<file path="src/rtl/decryption_pipe.sv">
// decryption_pipe
//
// Receiver-side inverse of the 5-stage encryption pipeline. Each accepted
// encrypted byte travels with its key byte and sender frame marker through five
// registered stages and leaves as plaintext:
//   d = key ^ rotl5(~rev(rotr5(e)))
// Flow control is a single global stall. Every stage shifts together when
// S5 is empty or downstream is ready. Bubbles are kept in place, not squeezed
// out. Input and output byte counters track 32-byte (FRAME_BYTES) frames.
//
// Ports:
//   clock      in   rising-edge clock
//   reset_n    in   asynchronous active-low reset; in-flight bytes are dropped
//   in_valid   in   e_data/key/in_last valid this cycle
//   in_ready   out  input accepted this cycle (combinational from out_ready)
//   e_data     in   encrypted byte
//   key        in   key byte paired with e_data
//   in_last    in   sender marks the final byte of a frame
//   out_valid  out  d_data valid
//   out_ready  in   downstream accepts d_data
//   d_data     out  decrypted byte
//   out_last   out  d_data is the last byte of its frame (from the output counter)
//   frame_err  out  sticky: a sender frame marker disagreed with the byte count
//   frame_cnt  out  completed output frames, wraps at 16 bits

module decryption_pipe #(
    parameter int unsigned N           = 8,
    parameter int unsigned FRAME_BYTES = 32
) (
    input  logic          clock,
    input  logic          reset_n,
    input  logic          in_valid,
    output logic          in_ready,
    input  logic [N-1:0]  e_data,
    input  logic [N-1:0]  key,
    input  logic          in_last,
    output logic          out_valid,
    input  logic          out_ready,
    output logic [N-1:0]  d_data,
    output logic          out_last,
    output logic          frame_err,
    output logic [15:0]   frame_cnt
);

    localparam int unsigned NumStages = 5;
    localparam int unsigned IdxW      = (FRAME_BYTES > 1) ? $clog2(FRAME_BYTES) : 1;
    localparam logic [IdxW-1:0] LastIdx = IdxW'(FRAME_BYTES - 1);

    // Stage registers; index 0 is S1, index 4 is S5.
    logic [NumStages-1:0] r_vld;
    logic [NumStages-1:0] r_last;
    logic [N-1:0]         r_dat [NumStages];
    logic [N-1:0]         r_key [NumStages];

    logic [IdxW-1:0]      r_in_idx;
    logic [IdxW-1:0]      r_out_idx;
    logic                 r_frame_err;
    logic [15:0]          r_frame_cnt;

    logic                 w_adv;
    logic                 w_accept;
    logic                 w_out_hs;
    logic                 w_in_err;
    logic                 w_out_err;
    logic [N-1:0]         w_s1_dat;
    logic [N-1:0]         w_s2_dat;
    logic [N-1:0]         w_s3_dat;
    logic [N-1:0]         w_s4_dat;
    logic [N-1:0]         w_s5_dat;

    // Per-stage transforms, each feeding the next stage register.
    always_comb begin
        w_s1_dat = {e_data[4:0], e_data[N-1:5]};
        w_s2_dat = '0;
        for (int unsigned i = 0; i < N; i++) begin
            w_s2_dat[i] = r_dat[0][N-1-i];
        end
        w_s3_dat = ~r_dat[1];
        w_s4_dat = {r_dat[2][N-6:0], r_dat[2][N-1:N-5]};
        w_s5_dat = r_dat[3] ^ r_key[3];
    end

    always_comb begin
        w_adv    = !r_vld[NumStages-1] || out_ready;
        w_accept = in_valid && w_adv;
        w_out_hs = r_vld[NumStages-1] && out_ready;
        w_in_err = w_accept && (in_last != (r_in_idx == LastIdx));
        // The carried marker re-checked at the output agrees with the input-side
        // check in normal operation; it makes the sticky flag robust to either path.
        w_out_err = w_out_hs && (r_last[NumStages-1] != (r_out_idx == LastIdx));
    end

    always_ff @(posedge clock or negedge reset_n) begin
        if (!reset_n) begin
            r_vld  <= '0;
            r_last <= '0;
            for (int i = 0; i < NumStages; i++) begin
                r_dat[i] <= '0;
                r_key[i] <= '0;
            end
        end else if (w_adv) begin
            r_vld    <= {r_vld[NumStages-2:0], in_valid};
            r_last   <= {r_last[NumStages-2:0], in_last};
            r_dat[0] <= w_s1_dat;
            r_dat[1] <= w_s2_dat;
            r_dat[2] <= w_s3_dat;
            r_dat[3] <= w_s4_dat;
            r_dat[4] <= w_s5_dat;
            r_key[0] <= key;
            for (int i = 1; i < NumStages; i++) begin
                r_key[i] <= r_key[i-1];
            end
        end
    end

    always_ff @(posedge clock or negedge reset_n) begin
        if (!reset_n) begin
            r_in_idx    <= '0;
            r_out_idx   <= '0;
            r_frame_err <= 1'b0;
            r_frame_cnt <= '0;
        end else begin
            // FRAME_BYTES is a power of two, so the counters wrap naturally.
            if (w_accept) begin
                r_in_idx <= r_in_idx + IdxW'(1);
            end
            if (w_out_hs) begin
                r_out_idx <= r_out_idx + IdxW'(1);
                if (r_out_idx == LastIdx) begin
                    r_frame_cnt <= r_frame_cnt + 16'd1;
                end
            end
            if (w_in_err || w_out_err) begin
                r_frame_err <= 1'b1;
            end
        end
    end

    assign in_ready  = w_adv;
    assign out_valid = r_vld[NumStages-1];
    assign d_data    = r_dat[NumStages-1];
    assign out_last  = r_vld[NumStages-1] && (r_out_idx == LastIdx);
    assign frame_err = r_frame_err;
    assign frame_cnt = r_frame_cnt;

endmodule

</file>
<file path="config.mk">
export PLATFORM = sky130hd
export DESIGN_NAME = decryption_pipe
export DESIGN_NICKNAME = d
export VERILOG_FILES = /design/src/rtl/decryption_pipe.sv
export SDC_FILE = /design/constraint.sdc
export NUM_CORES = 1
export LEC_CHECK = 0
export CAP_MARGIN = 0
export CORE_UTILIZATION = 30
export CTS_BUF_LIST = sky130_fd_sc_hd__clkbuf_16
export DETAILED_ROUTE_END_ITERATION = 8
export GPL_ROUTABILITY_DRIVEN = 0
export HOLD_SLACK_MARGIN = 0.1
export PLACE_DENSITY = 0.53
export SLEW_MARGIN = 20
export SYNTH_ARGS = -nofsm -noshare
export SYNTH_HDL_FRONTEND = slang
export SYNTH_SLANG_ARGS = --single-unit
</file>
<file path="constraint.sdc">
create_clock -name clock -period 1.9 [get_ports clock]
set_input_delay 0.19 -clock clock [delete_from_list [all_inputs] [get_ports clock]]
set_output_delay 0.19 -clock clock [all_outputs]
set_load 0.1 [all_outputs]
</file>
==> metrics.txt, run 1 <==
status finished clean; worst setup path class reg2out; crit path DAT 1.67 ns; Final Critical Period 1.86 ns; Final Skew 0.00556 ns; drt first-iter violations 103; Final WS setup 0.0431 ns; most common cell in the netlist dfrtp_1; largest net degree at the start of global routing 45; gr usage total 10.4%; Final period util 97.7%; Layout area overhead 23.9%; CP max FO 3; worst rel slew slack 63.6%; final hold vios 0; VDD IR max 1170 uV; die area 15,000 sq um; f_max 0.539 GHz; clock sink count 109; Horiz. Die Dim 122 um; DR WL/cell 12.4 um; slowest CP cell dfrtp_1; flop-to-flop setup slack 0.11 ns; FF+latch count, synth 109; DR DRC count 0; top_reg_cell synth dfrtp_1; count of nets after finishing 393; syn nets 336; CP max stage delay 0.39 ns; Final Instance Count excl. Fillers 552; vias 2,442; crit start category register; Num CTS Buffers 9; Cell variety after synth 24; crit-path cells ha_2 > and3_4 > ha_4 > buf_6 > and2_4 > buf_12; first-pass GRT wire length 12,000 um; CP Buf/Inv Count 2; worst min path class in2async; Seq/Total Area, Yosys 62.8%; Setup WS pre-CTS 0.103 ns; later-pin clock latency in the skew report 0.34 ns; Worst-path clk slew 0.07 ns; First-pass DRT Iterations 6; number of synthesized flops with an enable pin 0; CTS tree yes; share of cells above drive strength 1 26.9%; asr flop ratio synth 100%; worst slew pin tran 0.546 ns; Layout fillers 1,348; cell family with most CP delay flip-flops; area leader, netlist dfrtp_1; leakage power 2.35 nW; # IOs 49; final setup fails 0; crit path capture type output pin; Die Span Y 122 um; Max Buffers Root-to-Sink 2; gr ovfl total 0; dpl hpwl 4660 um; post-detailed-route count of antenna-violating nets 0; input/output buffers 48; initial cell density of the core 31.1%; Mapped Cells 310; via-per-instance ratio 4.42; core area 14,000 sq um; number of max-cap violations 0; power per cell area 1560 nW/um^2; critical path data required time 1.71 ns; synth warn 0; Post-Syn Area per Cell 14.0 sq um; vias in the first global route 2,555; initial antenna violation count 0; Synth top cells by count 109 x dfrtp_1, 42 x mux2_1, 26 x mux2_2, 24 x xnor2_1, 22 x nor2_1; CTS root buffer clkbuf_16; CTS H-tree lvls 3; TNS Setup 0 ns; ant diodes 0; Syn Std Cell Area 4350 sq um; Cells after DPL 529; standard-cell rows 43; share of the synthesized area in the top cell type 62.8%; Slew Viols, Final 0; WL final 6840 um; top post-synthesis cells by area dfrtp_1 63%, mux2_1 11%, mux2_2 6.7%, xnor2_1 4.8%, buf_4 2.4%
[flip-flops by register name, indices dropped and copies added, names as in the netlist]
register   count
r_dat         32
frame_err      1
d_data         8
r_in_idx       5
r_last         5
r_vld          5
r_key         32
frame_cnt     16
r_out_idx      5
[where the power goes]
| part | leakage, nW | switching, mW | internal [mW] | total, mW |
|---|---|---|---|---|
| logic | 0.906 | 1.58 | 1.20 | 2.78 |
| registers | 1.29 | 0.519 | 3.23 | 3.75 |
| clock network | 0.150 | 0.827 | 1.03 | 1.86 |
| total | 2.35 | 2.92 | 5.46 | 8.38 |
[repair_timing]
action,CTS,global route
endpoints found under the hold margin,38,0
resized for setup,4,3
cloned,0,0
setup endpoints to repair,1,8
hold buffers,1,0
pin swaps,1,2
setup buffers,3,3
[path summary, 6_finish.rpt]
| check | from | endpoint | cells after the start |
|---|---|---|---|
| max | r_out_idx[0]$_DFFE_PN0P_ | out_last | 6 |
| max in group asynchronous | reset_n | r_key[10]$_DFFE_PN0N_ | 3 |
| min reg2reg | r_dat[25]$_DFFE_PN0N_ | r_dat[17]$_DFFE_PN0N_ | 1 |
| min in group clock | r_dat[25]$_DFFE_PN0N_ | r_dat[17]$_DFFE_PN0N_ | 1 |
| max reg2reg | r_out_idx[0]$_DFFE_PN0P_ | frame_cnt[13]$_DFFE_PN0P_ | 8 |
| min | reset_n | r_last[0]$_DFFE_PN0N_ | 2 |
[layer usage]
layer,GRT usage [%],share of wire [%]
met1,12.1,42
met2,17.2,50
met3,3.53,5.2
met4,4.57,1.9
met5,0,0
[layout make-up]
class	instances	area, sq um	share of cell area [%]
flip-flops and latches	109	2730	50.8
clock buffers	9	225	4.18
repair buffers	65	604	11.2
well taps	180	225	4.18
inverters	1	3.75	0.0697
multi-input cells	181	1520	28.2
clock inverters	7	75.1	1.39
[placed cells by master (no fill, tap or decap), types with 6 or more instances in the layout]
cell and instances:
a21oi_1 16, buf_4 39, clkbuf_16 9, clkdlybuf4s50_1 19, dfrtp_1 104, mux2_1 42
mux2_2 26, nand2_1 11, nand4_1 6, nor2_1 21, xnor2_1 24, xor2_1 7
[cell families after synthesis]
| logic type | after synthesis | synth area share (%) |
|---|---|---|
| adder cells (fa/ha/maj) | 5 | 1.44 |
| XOR/XNOR | 31 | 6.25 |
| AND/OR/NAND/NOR | 58 | 6.62 |
| flip-flops | 109 | 62.8 |
| AO/OA/AOI/OAI | 19 | 2.22 |
| multiplexers | 68 | 17.6 |
| buffers and inverters | 20 | 3.08 |
[through the flow]
| step | power (mW) | area, sq um | util (%) | hold slack [ns] |
|---|---|---|---|---|
| 2_1_floorplan | 5.96 | 4350 | - | -0.106 |
| 3_3_place_gp | 6.44 | 5000 | 35.8 | 0.217 |
| 3_5_place_dp | 6.54 | 5000 | 35.8 | 0.220 |
| 4_1_cts | 8.49 | 5350 | 38.2 | 0.388 |
| 5_1_grt | 8.94 | 5380 | 38.5 | 0.419 |
| 6_report | 8.38 | 5380 | 38.5 | 0.367 |
Power figures use the tool's default switching activity.
==> run 2, diff against run 1 <==
SLEW_MARGIN = unset   (was 20)
==> results of run 2 <==
The final DEF is identical to that of run 1; final timing and power are the same.
